==> src/rtl/intersection_ctrl.sv <==
// N-way traffic-light sequencer: staggered power-up, green/yellow/all-red cycling,
// preferential requests, per-light forced red, green extension and flashing-yellow mode.
module intersection_ctrl #(
  parameter int N_LIGHTS = 4,
  parameter int STAGGER  = 7,
  parameter int GREEN_T  = 8,
  parameter int YELLOW_T = 3,
  parameter int ALLRED_T = 2,
  parameter int BLINK_T  = 4,
  parameter int CNT_W    = 8
) (
  input  logic                          clk,
  input  logic                          rst,
  input  logic                          attention,
  input  logic                          preset,
  input  logic [CNT_W-1:0]              preset_adds,
  input  logic [N_LIGHTS-1:0]           force_reds,
  input  logic [N_LIGHTS-1:0]           preferentials,
  output logic [N_LIGHTS-1:0][2:0]      ltfs,
  output logic                          lgreen,
  output logic [$clog2(N_LIGHTS)-1:0]   cur_idx
);

  localparam int IDX_W = $clog2(N_LIGHTS);
  localparam int TW    = CNT_W + 1;

  localparam logic [2:0] C_OFF = 3'b000;
  localparam logic [2:0] C_RED = 3'b100;
  localparam logic [2:0] C_YEL = 3'b010;
  localparam logic [2:0] C_GRN = 3'b001;

  // Timers count down to zero, so each holds its duration minus one.
  localparam logic [TW-1:0] T_STAG = TW'(STAGGER - 1);
  localparam logic [TW-1:0] T_YEL  = TW'(YELLOW_T - 1);
  localparam logic [TW-1:0] T_AR   = TW'(ALLRED_T - 1);
  localparam logic [TW-1:0] T_BLK  = TW'(BLINK_T - 1);

  typedef enum logic [2:0] {
    S_OFF, S_STARTUP, S_ALLRED, S_GREEN, S_YELLOW, S_ATTN
  } state_t;

  state_t                     r_state,   w_state;
  logic [TW-1:0]              r_timer,   w_timer;
  logic [IDX_W-1:0]           r_cur_idx, w_cur_idx;
  logic [IDX_W-1:0]           r_lit,     w_lit;
  logic                       r_blink,   w_blink;
  logic [CNT_W-1:0]           r_extra;
  logic [N_LIGHTS-1:0][2:0]   r_ltfs,    w_ltfs;
  logic                       r_lgreen;

  logic                       w_tmr_zero;
  logic [TW-1:0]              w_tmr_dec;
  logic [TW-1:0]              w_green_t;
  logic                       w_found;
  logic [IDX_W-1:0]           w_sel;
  logic [IDX_W-1:0]           w_rr;

  assign w_tmr_zero = (r_timer == '0);
  assign w_tmr_dec  = r_timer - TW'(1);
  assign w_green_t  = TW'(GREEN_T - 1) + {1'b0, r_extra};

  // Next-light selection: round-robin candidate first, preferential request overrides.
  always_comb begin
    // NOTE: every combinational output gets a default first so no path infers a latch.
    w_found = 1'b0;
    w_sel   = r_cur_idx;
    w_rr    = r_cur_idx;
    for (int k = N_LIGHTS - 1; k >= 0; k--) begin
      w_rr = IDX_W'((int'(r_cur_idx) + k + 1) % N_LIGHTS);
      if (!force_reds[w_rr]) begin
        w_found = 1'b1;
        w_sel   = w_rr;
      end
    end
    for (int k = N_LIGHTS - 1; k >= 0; k--) begin
      if (preferentials[k] && !force_reds[k]) w_sel = IDX_W'(k);
    end
  end

  always_comb begin
    w_state   = r_state;
    w_timer   = r_timer;
    w_cur_idx = r_cur_idx;
    w_lit     = r_lit;
    w_blink   = r_blink;
    case (r_state)
      S_OFF: begin
        w_state = S_STARTUP;
        w_lit   = '0;
        w_timer = T_STAG;
      end
      S_STARTUP: begin
        if (!w_tmr_zero) begin
          w_timer = w_tmr_dec;
        end else if (r_lit == IDX_W'(N_LIGHTS - 1)) begin
          w_state = S_ALLRED;
          w_timer = T_AR;
        end else begin
          w_lit   = r_lit + IDX_W'(1);
          w_timer = T_STAG;
        end
      end
      S_ALLRED: begin
        if (attention) begin
          w_state = S_ATTN;
          w_blink = 1'b1;
          w_timer = T_BLK;
        end else if (!w_tmr_zero) begin
          w_timer = w_tmr_dec;
        end else if (w_found) begin
          w_state   = S_GREEN;
          w_cur_idx = w_sel;
          w_timer   = w_green_t;
        end else begin
          w_timer = T_AR;
        end
      end
      S_GREEN: begin
        if (attention) begin
          w_state = S_ATTN;
          w_blink = 1'b1;
          w_timer = T_BLK;
        end else if (force_reds[r_cur_idx] || w_tmr_zero) begin
          w_state = S_YELLOW;
          w_timer = T_YEL;
        end else begin
          w_timer = w_tmr_dec;
        end
      end
      S_YELLOW: begin
        if (attention) begin
          w_state = S_ATTN;
          w_blink = 1'b1;
          w_timer = T_BLK;
        end else if (w_tmr_zero) begin
          w_state = S_ALLRED;
          w_timer = T_AR;
        end else begin
          w_timer = w_tmr_dec;
        end
      end
      S_ATTN: begin
        if (!attention) begin
          w_state = S_ALLRED;
          w_timer = T_AR;
        end else if (w_tmr_zero) begin
          w_blink = ~r_blink;
          w_timer = T_BLK;
        end else begin
          w_timer = w_tmr_dec;
        end
      end
      default: w_state = S_OFF;
    endcase
  end

  // Lamp pattern is decoded from the next state so the registered outputs line up with it.
  always_comb begin
    w_ltfs = '0;
    for (int k = 0; k < N_LIGHTS; k++) begin
      case (w_state)
        S_STARTUP: w_ltfs[k] = (k <= int'(w_lit)) ? C_RED : C_OFF;
        S_ALLRED:  w_ltfs[k] = C_RED;
        S_GREEN:   w_ltfs[k] = (IDX_W'(k) == w_cur_idx) ? C_GRN : C_RED;
        S_YELLOW:  w_ltfs[k] = (IDX_W'(k) == w_cur_idx) ? C_YEL : C_RED;
        S_ATTN:    w_ltfs[k] = w_blink ? C_YEL : C_OFF;
        default:   w_ltfs[k] = C_OFF;
      endcase
    end
  end

  always_ff @(posedge clk) begin
    // NOTE: state registers use non-blocking assignments so every flop samples pre-edge values.
    if (!rst) begin
      // NOTE: no storage arrays here, so every register gets a defined reset value.
      r_state   <= S_OFF;
      r_timer   <= '0;
      r_cur_idx <= IDX_W'(N_LIGHTS - 1);
      r_lit     <= '0;
      r_blink   <= 1'b0;
      r_extra   <= '0;
      r_ltfs    <= '0;
      r_lgreen  <= 1'b0;
    end else begin
      r_state   <= w_state;
      r_timer   <= w_timer;
      r_cur_idx <= w_cur_idx;
      r_lit     <= w_lit;
      r_blink   <= w_blink;
      r_ltfs    <= w_ltfs;
      r_lgreen  <= (w_state == S_GREEN);
      if (preset && r_state != S_OFF && r_state != S_STARTUP) r_extra <= preset_adds;
    end
  end

  assign ltfs    = r_ltfs;
  assign lgreen  = r_lgreen;
  assign cur_idx = r_cur_idx;

endmodule

==> config.mk <==
export PLATFORM = sky130hd
export DESIGN_NAME = intersection_ctrl
export DESIGN_NICKNAME = d
export VERILOG_FILES = /design/src/rtl/intersection_ctrl.sv
export SDC_FILE = /design/constraint.sdc
export NUM_CORES = 1
export LEC_CHECK = 0
export BUFFER_PORTS_ARGS = -buffer_cell sky130_fd_sc_hd__buf_4
export CAP_MARGIN = 20
export CORE_MARGIN = 2
export CORE_UTILIZATION = 52
export CTS_BUF_LIST = sky130_fd_sc_hd__clkbuf_8 sky130_fd_sc_hd__clkbuf_16
export DETAILED_ROUTE_END_ITERATION = 12
export GPL_TIMING_DRIVEN = 0
export PLACE_DENSITY = 0.84
export REMOVE_ABC_BUFFERS = 1
export SETUP_SLACK_MARGIN = 0.3
export SYNTH_ARGS = -nofsm -noshare
export SYNTH_HDL_FRONTEND = slang
export SYNTH_SLANG_ARGS = --single-unit
export TNS_END_PERCENT = 50
==> constraint.sdc <==
create_clock -name clk -period 2.24 [get_ports clk]
set_input_delay 0.448 -clock clk [delete_from_list [all_inputs] [get_ports clk]]
set_output_delay 0.448 -clock clk [all_outputs]
set_load 0.01 [all_outputs]
==> flow_summary.yaml <==
yosys:
  syn-instance-count: 302
  ys_seq_area_share_pct: 30.05
  synth_ff_type: "dfxtp_1"
  synth-xor-area-share_pct: 3.114
  synth_warnings: 0
  async_reset_ff_share_pct: 0
  synth_compound_area_share_pct: 27.43
  synthMuxAreaShare_pct: 4.844
  synthSimpleGateAreaFrac_pct: 25.36
  synth_fa_ha_area_share_pct: 3.460
  synth_top_family_by_area: "compound AO/OA/AOI/OAI gates"
  syn_avg_cell_area_um2: 8.381
  synth_edf_count: 0
  syn_area_um2: 2531
  ys_ff_latch: 38
  synth.distinct_cells: 62
drt:
  vias: 2780
  first_pass_iters: 5
  drt_iter0_markers: 375
  drc_errors: 0
  viasPerCell: 6.420
  wl_um: 8230
  drt.antenna.violating_nets: 0
  routedWlPerCell_um: 19.01
critical_path:
  criticalPathCategory: "reg2reg"
  r2r_cells: 12
  worst_setup_path_end_kind: "flip-flop"
  crit_fanout: 5
  worstPathArrival_ps: 2410
  start_kind: "flip-flop"
  critPathRequiredTime_ps: 2410
global_route:
  overflow: 0
  grt_max_degree: 20
  use_met2_pct: 46.83
  top_usage_layer: "met2"
  grt_pass1_wl_um: 11790
  grt_pass1_vias: 2501
  grtUsageMet1_pct: 35.49
  antenna_found_initial: 0
  met3_usage_pct: 5.898
  groute.usage.overall_pct: 28.21
placement:
  dp_hpwl_um: 4535
  dp.cells: 388
  portBuffers: 34
  place_congestion: 0.8757
timing:
  grt_setup_unrepaired: "true"
  period_share_pct: 99.78
  max_freq_mhz: 447.4
  setup_viol: 0
  final_max_slew_viol_count: 0
  skew_ps: 9.701
  worstMarginPinSlew_ps: 910.7
  slew_headroom_pct: 38.88
  finalHoldViolations: 0
  fin_crit_ps: 2235
power_and_ir_drop:
  power.density_nw_per_um2: 459.8
  finalPower_mw: 1.588
  leakage_nw: 1.383
  peakVddDrop_v: 0.0003034
final_layout:
  antennaDiodeCount: 0
  layout_commonest_cell: "buf_4"
  nets: 392
  drive_gt1_share_pct: 38.80
  layout_common_cells: "buf_4, dfxtp_1, nor2_1"
  area_growth_pct: 36.48
  stdcell_count: 433
status:
  status: "finished, final reports clean"
clocking:
  cts.clk_slew.worst_paths_ps: 80
  insertion_delay_ps: 300
  cts_num_sinks: 38
  numCtsBuffers: 5
  cts_tree: "built"
  h-tree-depth: 2
  cts_buffer_depth: 2
  root_buffer: "clkbuf_8"
min_path:
  hold_depth: 3
  hold_class: "in2reg"
floorplanning:
  core-area_um2: 4723
  dieArea_um2: 5442
  start_util_pct: 53.59
  fp-row-count: 25
  die_w_um: 73.77
  io_pins: 35
  die_h_um: 73.77
flow_run:
  maxCapViolCount: 0
==> what timing repair did <==
action | 4_1_cts | 5_1_grt
gates resized for setup | 40 | 31
pin swaps | 11 | 24
setup endpoints to repair | 30 | 23
setup buffers | 26 | 11
hold buffers | 0 | 0
==> power breakdown <==
group          switching [mW]  total [mW]  internal (mW)
Sequential             0.0201       0.703          0.683
Clock                   0.255       0.499          0.244
Combinational           0.204       0.386          0.182
Total                   0.479        1.59           1.11
==> area by class of cell <==
cell class                      instances  area (µm²)
Inverter                               15       58.81
Multi-Input combinational cell        234        1849
Clock inverter                          2       8.758
Fill cell                             316        1269
Clock buffer                            6       82.58
Tap cell                               67       83.83
Sequential cell                        38       783.3
Timing Repair Buffer                   71       588.1
==> per-stage QoR <==
step | setup TNS, ps | setup slack [ps] | hold slack (ps) | cell area (µm²) | utilization, %
floorplan | -8660 | -698.4 | 450.0 | 2442 | -
global placement | -28820 | -1508 | 476.1 | 2781 | 58.89
detailed placement | -12750 | -955.4 | 484.0 | 2788 | 59.02
CTS | 0 | 107.4 | 381.5 | 3236 | 68.50
global route | -286.2 | -68.73 | 395.5 | 3455 | 73.14
finish | 0 | 5.008 | 381.2 | 3455 | 73.14
==> cells in the mapped netlist, drive strengths merged (3+ instances only) <==
cell     count  area, µm²
buf          8      62.55
a211oi      10      100.1
a2111oi      3      51.30
nor3         7      35.03
a22oi        7      52.55
o21ai       11      58.80
o31a         3      26.28
mux2i       10      100.1
clkbuf       7      26.28
and2         5      33.78
nand2       16      60.06
a31oi       10      62.56
nor2b        8      50.05
o211ai       3      22.52
nand2b      13      86.34
a31o         3      26.28
xor2         4      35.03
nand3       15      75.07
o31ai        4      30.03
dfxtp       38      760.7
a21oi       17      100.1
and3         3      18.77
ha           7      87.58
a221oi       3      26.28
nor2        29      108.9
xnor2        5      43.79
a21o         3      22.52
nand3b       4      30.03
o22ai        6      43.79
inv         14      52.55
==> kinds of logic (layout without fill, tap and decap cells) <==
group / after synthesis / count (layout)
and+or+nand+nor: 116 / 116
xor gates and xnor gates: 9 / 9
adders and majority gates: 7 / 7
muxes: 11 / 11
buffers and inverters: 30 / 94
AOI/OAI and AO/OA: 91 / 91
DFF: 38 / 38
==> metal layers <==
metal	up-vias	wire (µm)	part of all wire [%]
met5	-	0	0
met2	167	3889	47
met3	42	645	7.8
met4	0	357	4.3
met1	1332	3336	41
li1	1239	-	-
==> worst paths after layout <==
| check | startpoint | to | slack (ps) |
|---|---|---|---|
| setup reg to reg | r_timer[1]$_SDFFE_PN0P_ | ltfs[3]$_SDFF_PN0_ | 5 |
| setup / recovery | r_timer[1]$_SDFFE_PN0P_ | ltfs[3]$_SDFF_PN0_ | 5 |
| hold reg to reg | r_timer[6]$_SDFFE_PN0P_ | r_timer[6]$_SDFFE_PN0P_ | 490 |
| hold / removal | preset_adds[1] | r_extra[1]$_SDFFE_PN0P_ | 380 |
==> critical path, cell delays in order (launching register included) <==
cell and delay, ps:
dfxtp_2 350, inv_2 60, ha_4 150, nor4b_4 120
buf_4 170, buf_6 120, and4bb_4 210, a2111oi_4 230
and2_4 250, buf_6 100, buf_6 90, nand2b_4 180
nor2_1 80
==> sequential cells by signal (all words and copies together), names as in the netlist <==
name,count
r_state,3
r_extra,8
r_timer,9
r_lit,2
r_blink,1
cur_idx,2
ltfs,12
lgreen,1
No activity file was read; power rests on OpenSTA's default activity.
